--- src/rtl/pc_branch_unit.sv ---
// Program counter, flag latch and LUT-based branch resolution with start/halt control.
// Optional macro FLAG_BYPASS_EN lets a same-cycle compare feed its branch directly.
module pc_branch_unit #(
  parameter int                  PC_WIDTH   = 10,
  parameter int                  LUT_DEPTH  = 16,
  parameter int                  LUT_IDX_W  = 4,
  parameter logic [PC_WIDTH-1:0] START_ADDR = '0
) (
  input  logic                 clk,
  input  logic                 rst_n,
  input  logic                 start,
  input  logic                 halt,
  input  logic                 flagWrite,
  input  logic                 equal,
  input  logic                 lessThan,
  input  logic [1:0]           branchType,
  input  logic [LUT_IDX_W-1:0] branchIdx,
  input  logic                 lutWrite,
  input  logic [LUT_IDX_W-1:0] lutWrIdx,
  input  logic [PC_WIDTH-1:0]  lutWrData,
  output logic [PC_WIDTH-1:0]  pc,
  output logic                 fetchValid,
  output logic                 taken,
  output logic                 done
);

  localparam logic [1:0] S_IDLE   = 2'd0;
  localparam logic [1:0] S_RUN    = 2'd1;
  localparam logic [1:0] S_HALTED = 2'd2;

  localparam logic [PC_WIDTH-1:0] PC_ONE = PC_WIDTH'(1);

  localparam logic [1:0] BR_NONE = 2'b00;
  localparam logic [1:0] BR_EQ   = 2'b01;
  localparam logic [1:0] BR_LT   = 2'b10;
  localparam logic [1:0] BR_JMP  = 2'b11;

  logic [1:0]          r_state;
  logic [PC_WIDTH-1:0] r_pc;
  logic                r_eqFlag;
  logic                r_ltFlag;
  logic                r_taken;
  logic                r_done;
  logic [PC_WIDTH-1:0] r_lut [LUT_DEPTH];

  logic                w_eqSel;
  logic                w_ltSel;
  logic                w_branch;
  logic [PC_WIDTH-1:0] w_target;

`ifdef FLAG_BYPASS_EN
  assign w_eqSel = flagWrite ? equal    : r_eqFlag;
  assign w_ltSel = flagWrite ? lessThan : r_ltFlag;
`else
  assign w_eqSel = r_eqFlag;
  assign w_ltSel = r_ltFlag;
`endif

  // Read is from the pre-write array, so a same-index write returns the old target.
  assign w_target = r_lut[branchIdx];

  always_comb begin
    w_branch = 1'b0;
    case (branchType)
      BR_NONE: w_branch = 1'b0;
      BR_EQ:   w_branch = w_eqSel;
      BR_LT:   w_branch = w_ltSel;
      BR_JMP:  w_branch = 1'b1;
      default: w_branch = 1'b0;
    endcase
  end

  always_ff @(posedge clk or negedge rst_n) begin
    if (!rst_n) begin
      for (int i = 0; i < LUT_DEPTH; i++) begin
        r_lut[i] <= '0;
      end
    end else if (lutWrite) begin
      r_lut[lutWrIdx] <= lutWrData;
    end
  end

  always_ff @(posedge clk or negedge rst_n) begin
    if (!rst_n) begin
      r_eqFlag <= 1'b0;
      r_ltFlag <= 1'b0;
    end else if ((r_state == S_RUN) && flagWrite) begin
      r_eqFlag <= equal;
      r_ltFlag <= lessThan;
    end
  end

  // Halt outranks any branch; taken only ever marks a LUT load into pc.
  always_ff @(posedge clk or negedge rst_n) begin
    if (!rst_n) begin
      r_state <= S_IDLE;
      r_pc    <= START_ADDR;
      r_taken <= 1'b0;
      r_done  <= 1'b0;
    end else begin
      r_taken <= 1'b0;
      case (r_state)
        S_IDLE: begin
          if (start) begin
            r_state <= S_RUN;
            r_pc    <= START_ADDR;
          end
        end
        S_RUN: begin
          if (halt) begin
            r_state <= S_HALTED;
            r_done  <= 1'b1;
          end else if (w_branch) begin
            r_pc    <= w_target;
            r_taken <= 1'b1;
          end else begin
            r_pc <= r_pc + PC_ONE;
          end
        end
        S_HALTED: begin
          if (start) begin
            r_state <= S_RUN;
            r_pc    <= START_ADDR;
            r_done  <= 1'b0;
          end
        end
        default: begin
          r_state <= S_IDLE;
          r_pc    <= START_ADDR;
          r_done  <= 1'b0;
        end
      endcase
    end
  end

  assign pc         = r_pc;
  assign fetchValid = (r_state == S_RUN);
  assign taken      = r_taken;
  assign done       = r_done;

endmodule

--- config.mk ---
export PLATFORM = sky130hd
export DESIGN_NAME = pc_branch_unit
export DESIGN_NICKNAME = d
export VERILOG_FILES = /design/src/rtl/pc_branch_unit.sv
export SDC_FILE = /design/constraint.sdc
export NUM_CORES = 1
export LEC_CHECK = 0
export ABC_AREA = 1
export BUFFER_PORTS_ARGS = -buffer_cell sky130_fd_sc_hd__buf_4
export CAP_MARGIN = 25
export CORE_MARGIN = 2
export CORE_UTILIZATION = 61
export CTS_CLUSTER_SIZE = 16
export DETAILED_ROUTE_END_ITERATION = 8
export GPL_ROUTABILITY_DRIVEN = 0
export GPL_TIMING_DRIVEN = 0
export HOLD_SLACK_MARGIN = 0.03
export PLACE_DENSITY_LB_ADDON = 0.25
export RECOVER_POWER = 100
export SYNTH_ARGS = -nofsm -noshare
export SYNTH_HDL_FRONTEND = slang
export SYNTH_SLANG_ARGS = --single-unit
--- constraint.sdc ---
create_clock -name clk -period 1.62 [get_ports clk]
set_clock_uncertainty 0.15 [all_clocks]
set_input_delay 0.243 -clock clk [delete_from_list [all_inputs] [get_ports clk]]
set_output_delay 0.243 -clock clk [all_outputs]
set_load 0.05 [all_outputs]
# After elaboration in Yosys (flattened, before gate mapping)
# Cells that the tools add are included.
# classes
div	0
n_addsub	1
n_mul	0
muxes	20
magnitude_cmp	3
reduce_logical	8
shift	0
n_eq_ne	9
bitwise_logic	3
# ops
cell	count
$bwmux W160	1
$mux W10	6
$bmux W10 S4	1
$demux W10 S4	1
$pmux W10 S2	1
$add A10 B1 Y10 const B	1
$ge A5 B5 Y1 const B	2
$not A4 Y5	2
$eq A2 B2 Y1 const B	3
$ne A2 B2 Y1 const B	3
$lt A5 B1 Y1 const B	1
$mux W1	5
$eq A2 B1 Y1 const B	2
$logic_not A2 Y1	2
$mux W2	2
$pmux W1 S4	1
$pmux W2 S2	1
$reduce_and A2 Y1	2
$pmux W1 S3	1
$reduce_and A3 Y1	1
$logic_and A1 B1 Y1	2
$ne A2 B1 Y1 const B	1
$reduce_or A2 Y1	1
$not A1 Y1	1
# word_totals
reg_bits	176
inputBits	28
ram_bits	0
wordCells	66
mem_bits_ro	0
out_inout_bits	13
n_memories	0
latchBits	0

# Depth between registers and ports, before layout
# Gate-level depths: netlist of run 1.
# depth
word_depth	7
depth_mapped	11
ltp_nobuf	10

# Worst setup path before layout of run 1
# Ideal clock, no wire load.
# synth_timing
path_kind	reg-to-reg
startpoint	register r_pc[0] (netlist: pc[0])
endpoint	register r_pc[8] (netlist: pc[8])
setup_slack_ns	-0.206
path_stages_with_launch	8
n_path_buf	0
period_less_slack_ns	1.826
setup_time_ns	0.087
required_ns	1.383
arrival_ns	1.589
cell_sequence	dfrtp_1 -> ha_1 -> nand2_1 -> nor2_1 -> nand2_1 -> o21ai_0 -> nand3_1 -> o211ai_1
# synth_via
elab_chain_len	4
# synth_rtl
element	line_no	text
start: declaration	39	logic [PC_WIDTH-1:0] r_pc;
start signal: assignment	114	r_pc <= w_target;
start signal: assignment	117	r_pc <= r_pc + PC_ONE;
$add A10 B1 Y10	117	
$mux W10	113	end else if (w_branch) begin
$mux W10	110	if (halt) begin
$pmux W10 S2	102	case (r_state)
# Every way passes these cells. The select of a mux whose other input is x is not followed.
# A chain may end at the register's enable or synchronous reset.

# Worst setup path in the final report of run 1
# layout_timing
startpoint	register r_pc[0] (netlist: pc[0])
endpoint	output port pc[0]
# layout_lines
element	line_no	text
end: declaration	21	output logic [PC_WIDTH-1:0] pc,
# No word-level cell between the ends.

==> reports/metrics.yaml, run 1 <==
holdPathStages: 3
postLayoutCoreUtil_pct: 71.9
fin_nets: 1125
rsz0062_at_grt: "yes"
post_route_cells_drive_above_1_share_pct: 10.5
yosysTopAreaCell: "dfrtp_1"
worst_slew_margin_rel_pct: 49.9
via_per_inst: 6.01
wirelength_um: 24400
crit_start: "pc[0]"
setup_viol: 0
rows: 42
ys_top_cells_by_area: "dfrtp_1 (54%), nand2_1 (17%), o21ai_0 (10%)"
cts_root_buf: "clkbuf_16"
syn_avg_cell_area_um2: 7.96
synthDistinctLibCells: 28
drtAntennaViolNets: 0
reg2reg_slack_ps: 60
synth_edf_count: 0
required_ps: 1230
ys_ff_latch: 176
synthFlopType: "dfrtp_1"
drtPass1Iterations: 5
synthMuxAreaShare_pct: 0.138
clk_latency_ps: 440
leakagePower_nw: 4.49
path_clk_slew_ps: 60
hold_ws_ps: 43.9
die_area_um2: 14300
maxSlewViolCount: 0
min_period_ps: 1590
min_path_type: "in2reg"
htreeDepth: 4
hold-path-endpoint: "r_lut[141]"
die_w_um: 120
drc: 0
reg2regPathDepth: 9
cts_tree: "built"
synthCells: 1026
dpl.hpwl_um: 15700
hp-start: "lutWrData[1]"
cts_buffers: 17
synth-async-reset-ratio_pct: 100
fillCellCount: 1053
status: "finished, final reports clean"
io_pins: 41
postPlaceCellArea_um2: 8740
cp_data_arrival_time_ps: 1200
clkSinkCount: 176
antenna_cells: 0
synthDominantCellAreaShare_pct: 53.9
grt_pass1_vias: 7485
antenna_found_initial: 0
synthAdderAreaFrac_pct: 0.153
coreArea_um2: 13100
finalCritPeriodShare_pct: 98.1
path_class: "reg2out"
powerDensity_nw_per_um2: 1410
netlist_area_um2: 8170
port_buffers: 39
syn_nets: 1055
grt_max_degree: 122
ir_drop_mv: 0.988
start_util_pct: 62.2
drv_cap: 0
crit_fanout: 8
fin_setup_tns_ps: 0
worst_pin_slew_ps: 751
synth_most_common_cell: "nand2_1"
fin_area_um2: 9450
synth_compound_area_share_pct: 11.2
synth_simple_gate_area_share_pct: 28.2
area_growth_pct: 15.6
gr-total-overflow: 0
via_count: 7724
drt_iter0_drc: 979
clock.fmax_mhz: 629
critPathLaunchType: "flip-flop"
die_h_um: 120
track_usage_pct: 36.0
finalHoldViolCount: 0
yosysSeqAreaShare_pct: 53.9
rr_endpoint: "pc[1]"
rr_startpoint: "r_lut[31]"
grt_pass1_wl_um: 39000
cts_max_path_buffers: 2
synth-xor-area-share_pct: 0.322
synth_top_family_by_area: "simple AND/OR/NAND/NOR gates"
yosys_warnings: 0
wire_per_inst_um: 19.0
endpoint_kind: "primary output"
synth.top_cells.by_count: "nand2_1 (370), dfrtp_1 (176), o21ai_0 (167), nand3_1 (155), clkbuf_1 (47)"
## cell usage in the layout, fill, tap and decap left out, types with 5 or more instances in the layout
master         instances
clkbuf_16             17
dlygate4sd3_1          7
clkbuf_8               6
inv_1                 38
dfrtp_2                5
buf_4                 26
clkbuf_1              52
nand3_1              155
nand2_1              370
clkbuf_2               9
inv_2                  5
o211ai_1               5
clkbuf_4               8
buf_6                  5
o21ai_0              165
dfrtp_1              171
buf_2                 13
nor2_1                13
## critical path, stage by stage, from the launching register on
cell and delay [ps]:
dfrtp_2 480, buf_6 140, buf_6 140
## power by group
group	switching, mW	total, mW	internal, mW
Clock	1.73	4.26	2.52
Combinational	1.95	3.01	1.06
Sequential	0.644	6.02	5.37
## worst max-delay path by stage
stage / end
2_1_floorplan: pc[9]
3_3_place_gp: pc[1]
3_5_place_dp: pc[7]
4_1_cts: fetchValid
5_1_grt: fetchValid
6_report: pc[0]
## flip-flops by register name, indices dropped and copies added, names as in the netlist
name and count:
taken 1, pc 10, r_state 2, done 1
r_ltFlag 1, r_lut 160, r_eqFlag 1
## per-layer routing
metal	global-route usage, %	vias to the layer above	share of wire (%)
met4	17.4	0	4.4
met3	8.56	97	9.5
met1	47.9	3734	39
met2	55.9	409	47
met5	0	-	0
li1	-	3484	-
## repair_timing
item	in CTS	in global routing
endpoints found under the setup margin	0	9
hold buffers	7	0
setup buffers	0	3
endpoints found under the hold margin	62	0
resized for setup	0	11
## final cells by class
cell class / instances / area (um^2) / share of cell area (%)
Clock inverter: 7 / 98.8 / 1.05
Multi-Input combinational cell: 734 / 3300 / 35.0
Inverter: 44 / 165 / 1.75
Buffer: 73 / 333 / 3.52
Timing Repair Buffer: 50 / 400 / 4.24
Clock buffer: 25 / 515 / 5.46
Tap cell: 176 / 220 / 2.33
Sequential cell: 176 / 4410 / 46.7
## stage by stage
| stage | setup slack (ps) | power [mW] | std cells |
|---|---|---|---|
| after CTS | 10.7 | 13.2 | 1281 |
| after global placement | -1030 | 8.76 | 1241 |
| final | 30.9 | 13.3 | 1285 |
| after floorplan | 8.01 | 7.93 | 1026 |
| after global routing | -9.08 | 13.9 | 1285 |
| after detailed placement | -238 | 8.90 | 1242 |
## kinds of logic after synthesis
family / Yosys count
AOI/OAI and AO/OA: 177
DFF: 176
muxes: 1
buffers and inverters: 117
and+or+nand+nor: 551
xor gates and xnor gates: 3
adders and majority gates: 1
Note: power is estimated with default switching activity, not from simulation.
==> run 2, diff against run 1 <==
- CTS_CLUSTER_SIZE: 16 -> not set
- PLACE_DENSITY: not set -> 0.8
- PLACE_DENSITY_LB_ADDON: 0.25 -> not set
==> run 2 against run 1 <==
- clock power hardly changed
- cell count stayed put
- worst hold slack better by 14 ps
==> reports/metrics.yaml, run 2 (same netlist as run 1, synthesis figures left out) <==
status: "finished, final reports clean"  # unchanged
drtAntennaViolNets: 0  # unchanged
worst_slew_margin_rel_pct: 53.1  # was 49.9%
ir_drop_mv: 0.877  # was 0.988 mV
largest_reg_flops: 160  # unchanged
clock.fmax_mhz: 625  # was 629 MHz
dpl.cell_count: 1242  # unchanged
io_pins: 41  # unchanged
via_count: 7744  # was 7724
wire_per_inst_um: 19.0  # about the same
rr_endpoint: "pc[8]"  # was pc[1]
fin_nets: 1126  # was 1125
hp-start: "lutWrData[9]"  # was lutWrData[1]
rsz0062_at_grt: "yes"  # unchanged
required_ps: 1230  # about the same
cp_slowest_cell: "dfrtp_2"  # unchanged
layoutNonFillerInstCount: 1285  # unchanged
cts_max_path_buffers: 2  # unchanged
drt_iter0_drc: 1105  # was 979
pre_cts_ws_ps: -296  # was -238 ps
dpl.hpwl_um: 15700  # about the same
reg2regPathDepth: 7  # was 9
path_clk_slew_ps: 70  # was 60 ps
gr-total-overflow: 0  # unchanged
fillCellCount: 1101  # was 1053
clk_latency_ps: 430  # was 440 ps
crit_fanout: 6  # was 8
worst_pin_slew_ps: 703  # was 751 ps
leakagePower_nw: 4.50  # was 4.49 nW
holdPathStages: 3  # unchanged
met2_usage_pct: 55.1  # was 55.9%
cp_data_arrival_time_ps: 1210  # was 1200 ps
regMostFlops: "r_lut"  # unchanged
drtPass1Iterations: 6  # was 5
mostFrequentLayoutCell: "nand2_1"  # unchanged
cts_root_buf: "clkbuf_16"  # unchanged
drv_cap: 0  # unchanged
drc: 0  # unchanged
die_w_um: 120  # unchanged
via_per_inst: 6.03  # was 6.01
start_util_pct: 62.2  # unchanged
final_cell_mix: "nand2_1 (370), dfrtp_1 (172), o21ai_0 (166)"  # was nand2_1 (370), dfrtp_1 (171), o21ai_0 (165)
path_cells: "buf_4 -> buf_6"  # was buf_6 -> buf_6
antenna_cells: 0  # unchanged
rr_startpoint: "pc[0]"  # was r_lut[31]
die_area_um2: 14300  # unchanged
coreArea_um2: 13100  # unchanged
critPathMaxStageDelay_ps: 470  # was 480 ps
antenna_found_initial: 0  # unchanged
rows: 42  # unchanged
reg2reg_slack_ps: 30  # was 60 ps
track_usage_pct: 35.1  # was 36.0%
post_route_cells_drive_above_1_share_pct: 10.7  # was 10.5%
postLayoutCoreUtil_pct: 71.9  # about the same
min_period_ps: 1600  # was 1590 ps
grt_pass1_vias: 7328  # was 7485
area_growth_pct: 15.6  # about the same
port_buffers: 39  # unchanged
grt_max_degree: 111  # was 122
postPlaceCellArea_um2: 8740  # unchanged
grt_util_met1_pct: 46.7  # was 47.9%
powerDensity_nw_per_um2: 1410  # about the same
grt_pass1_wl_um: 38100  # was 39000 um
critPathLaunchType: "flip-flop"  # unchanged
path_class: "reg2out"  # unchanged
wirelength_um: 24400  # about the same
maxSlewViolCount: 0  # unchanged
grt_use_met3_pct: 8.32  # was 8.56%
clkSinkCount: 176  # unchanged
grt_busiest_layer: "met2"  # unchanged
finalHoldViolCount: 0  # unchanged
finalCritPeriodShare_pct: 98.7  # was 98.1%
min_path_type: "in2reg"  # unchanged
fin_area_um2: 9450  # about the same
htreeDepth: 4  # unchanged
setup_viol: 0  # unchanged
fin_ws_ps: 20.6  # was 30.9 ps
hold-path-endpoint: "r_lut[29]"  # was r_lut[141]
endpoint_kind: "primary output"  # unchanged
die_h_um: 120  # unchanged
cts_tree: "built"  # unchanged
cts_buffers: 17  # unchanged
==> run 2: final cells by class <==
class                      instances  area, um^2  area share [%]
clock inverter                    12         159            1.68
clock buffer                      19         453            4.79
inverter                          44         165            1.75
tap                              176         220            2.33
buffer                            73         333            3.52
sequential                       176        4410            46.7
multi-input combinational        734        3300            35.0
timing repair buffer              51         404            4.28
==> run 2: layer usage <==
metal / wire length [um] / share of wire [%]
met5: 0 / 0
met2: 11500 / 47
met4: 1090 / 4.5
met1: 9370 / 38
met3: 2450 / 10
==> run 2: worst max path at each step <==
stage,slack (ps),cells after the start,endpoint,startpoint
after floorplan,8,7,pc[9],pc[7]
after global placement,-1050,1,pc[1],rst_n
after detailed placement,-300,7,pc[4],branchIdx[1]
after CTS,10,2,fetchValid,r_state[1]
after global routing,-40,7,pc[8],pc[0]
final,20,2,pc[0],pc[0]
==> run 2: repair_timing <==
item | in CTS | in global routing
gates resized for setup | 1 | 6
gates cloned | 0 | 1
pin swaps | 0 | 2
setup endpoints to repair | 1 | 9
hold buffers | 7 | 0
endpoints found under the hold margin | 73 | 0
setup buffers | 0 | 4
==> run 2: critical path, delay by kind of cell, from the launching register on <==
| family | cells | cell delay (ps) |
|---|---|---|
| DFF | 1 | 470 |
| buffers and inverters | 2 | 300 |
==> run 2: where the power goes <==
group	switching, mW	leakage, nW	internal (mW)	total [mW]
logic	1.97	1.97	1.07	3.04
clock network	1.75	0.296	2.51	4.26
registers	0.640	2.23	5.37	6.01
total	4.36	4.50	8.95	13.3
==> run 2: per-stage QoR <==
| step | hold WS (ps) | TNS (ps) | power [mW] |
|---|---|---|---|
| 6_report | 57.8 | 0 | 13.3 |
| 4_1_cts | 47.0 | 0 | 13.2 |
| 3_5_place_dp | 70.5 | -5290 | 8.90 |
| 3_3_place_gp | 310 | -155600 | 8.76 |
| 2_1_floorplan | -203 | 0 | 7.93 |
| 5_1_grt | 76.9 | -65.9 | 13.9 |
==> run 3, diff against run 2 <==
- CTS_BUF_LIST: not set -> sky130_fd_sc_hd__clkbuf_16
==> run 3 against run 2 <==
- sequential cell count is the same
- global-route usage is essentially flat
- fmax shrank 1.2%
- setup slack lost 19 ps
- clock power shrank 2%
- largest cell class unchanged
- highest routed layer unchanged
==> reports/metrics.yaml, run 3 (same netlist as run 1, synthesis figures left out) <==
status: "finished, final reports clean"  # unchanged
cts_buffers: 17  # unchanged
drtPass1Iterations: 8  # was 6
worst_slew_margin_rel_pct: 52.4  # was 53.1%
cts_root_buf: "clkbuf_16"  # unchanged
clock.fmax_mhz: 618  # was 625 MHz
grt_use_met3_pct: 8.94  # was 8.32%
critPathLaunchType: "primary input"  # was flip-flop
wire_per_inst_um: 18.9  # was 19.0 um
multi_input_area_um2: 3300  # unchanged
coreArea_um2: 13100  # unchanged
reg2regPathDepth: 7  # unchanged
antenna_cells: 0  # unchanged
cp_data_arrival_time_ps: 1780  # was 1210 ps
regMostFlops: "r_lut"  # unchanged
grt_max_degree: 111  # unchanged
cts_max_path_buffers: 2  # unchanged
holdPathStages: 3  # unchanged
path_clk_slew_ps: 70  # about the same
clk_latency_ps: 430  # about the same
largest_reg_flops: 160  # unchanged
dpl.hpwl_um: 15700  # unchanged
via_per_inst: 5.97  # was 6.03
port_buffers: 39  # unchanged
cts_tree: "built"  # unchanged
design_power_total_mw: 13.3  # about the same
min_path_type: "in2reg"  # unchanged
gr-total-overflow: 0  # unchanged
die_w_um: 120  # unchanged
min_period_ps: 1620  # was 1600 ps
crit_start: "branchIdx[1]"  # was pc[0]
rsz0062_at_grt: "yes"  # unchanged
die_area_um2: 14300  # unchanged
endpoint_kind: "flip-flop"  # was primary output
grt_util_met1_pct: 46.7  # about the same
drtAntennaViolNets: 0  # unchanged
finalHoldViolCount: 0  # unchanged
post_route_cells_drive_above_1_share_pct: 10.7  # about the same
postLayoutCoreUtil_pct: 72.0  # was 71.9%
start_util_pct: 62.2  # unchanged
crit_fanout: 10  # was 6
area_growth_pct: 15.8  # was 15.6%
antenna_found_initial: 0  # unchanged
met2_usage_pct: 55.0  # was 55.1%
wirelength_um: 24300  # was 24400 um
track_usage_pct: 35.2  # was 35.1%
mostFrequentLayoutCell: "nand2_1"  # unchanged
clkSinkCount: 176  # unchanged
fillCellCount: 1102  # was 1101
drt_iter0_drc: 1115  # was 1105
io_pins: 41  # unchanged
postPlaceCellArea_um2: 8740  # unchanged
powerDensity_nw_per_um2: 1410  # about the same
grt_pass1_wl_um: 38100  # about the same
grt_pass1_vias: 7268  # was 7328
fin_nets: 1127  # was 1126
final_cell_mix: "nand2_1 (370), dfrtp_1 (171), o21ai_0 (166)"  # was nand2_1 (370), dfrtp_1 (172), o21ai_0 (166)
required_ps: 1780  # was 1230 ps
drv_cap: 0  # unchanged
leakagePower_nw: 4.50  # about the same
rows: 42  # unchanged
worst_pin_slew_ps: 714  # was 703 ps
fin_area_um2: 9460  # was 9450 um^2
rr_startpoint: "pc[0]"  # unchanged
ir_drop_mv: 0.832  # was 0.877 mV
die_h_um: 120  # unchanged
htreeDepth: 4  # unchanged
finalCritPeriodShare_pct: 99.9  # was 98.7%
path_class: "in2reg"  # was reg2out
drc: 0  # unchanged
maxSlewViolCount: 0  # unchanged
regArea_um2: 4410  # about the same
grt_busiest_layer: "met2"  # unchanged
hp-start: "lutWrData[9]"  # unchanged
setup_viol: 0  # unchanged
via_count: 7680  # was 7744
[run 3: layout make-up]
cell class	count	area share (%)
sequential	176	46.6
multi-input combinational	734	34.9
timing repair buffer	52	4.64
clock buffer	17	4.49
buffer	73	3.52
tap	176	2.33
clock inverter	14	1.76
inverter	44	1.75
[run 3: final timing paths]
| kind | endpoint | slack, ps |
|---|---|---|
| max | pc[4] | 2 |
| min | r_lut[29] | 60 |
| min in group asynchronous | r_lut[21] | 180 |
| min reg2reg | r_lut[65] | 340 |
| max reg2reg | pc[8] | 30 |
| max in group asynchronous | pc[1] | 220 |
[run 3: per-layer routing]
metal / routed length, um / share of wire, %
met5: 0 / 0
met4: 1160 / 4.8
met3: 2300 / 9.5
met2: 11400 / 47
met1: 9500 / 39
[run 3: repair_timing]
item | CTS | global route
setup endpoints to repair | 1 | 9
resized for setup | 1 | 8
pin swaps | 0 | 2
gates cloned | 0 | 1
hold endpoints to repair | 73 | 0
buffers inserted | 0 | 5
hold buffers | 7 | 0
[run 3: report_power, final]
group | switching [mW] | internal (mW) | total (mW) | leakage [nW]
Combinational | 1.97 | 1.15 | 3.12 | 1.98
Clock | 1.74 | 2.41 | 4.16 | 0.285
Sequential | 0.645 | 5.37 | 6.02 | 2.23
Total | 4.36 | 8.94 | 13.3 | 4.50
[run 3: through the flow]
stage	instances	setup slack (ps)	TNS, ps	hold WS, ps
after floorplan	1026	8.01	0	-203
after global placement	1241	-1050	-155600	310
after detailed placement	1242	-296	-5290	70.5
after CTS	1280	12.5	0	44.8
after global routing	1286	-40.2	-80.1	72.7
final	1286	1.52	0	57.6
[run 3: worst max-delay path, stage by stage]
cell,delay (ps)
clkbuf_2,150
buf_1,540
nand3_1,190
nand3_1,160
nand3_1,190
nand3_1,200
o211ai_2,100
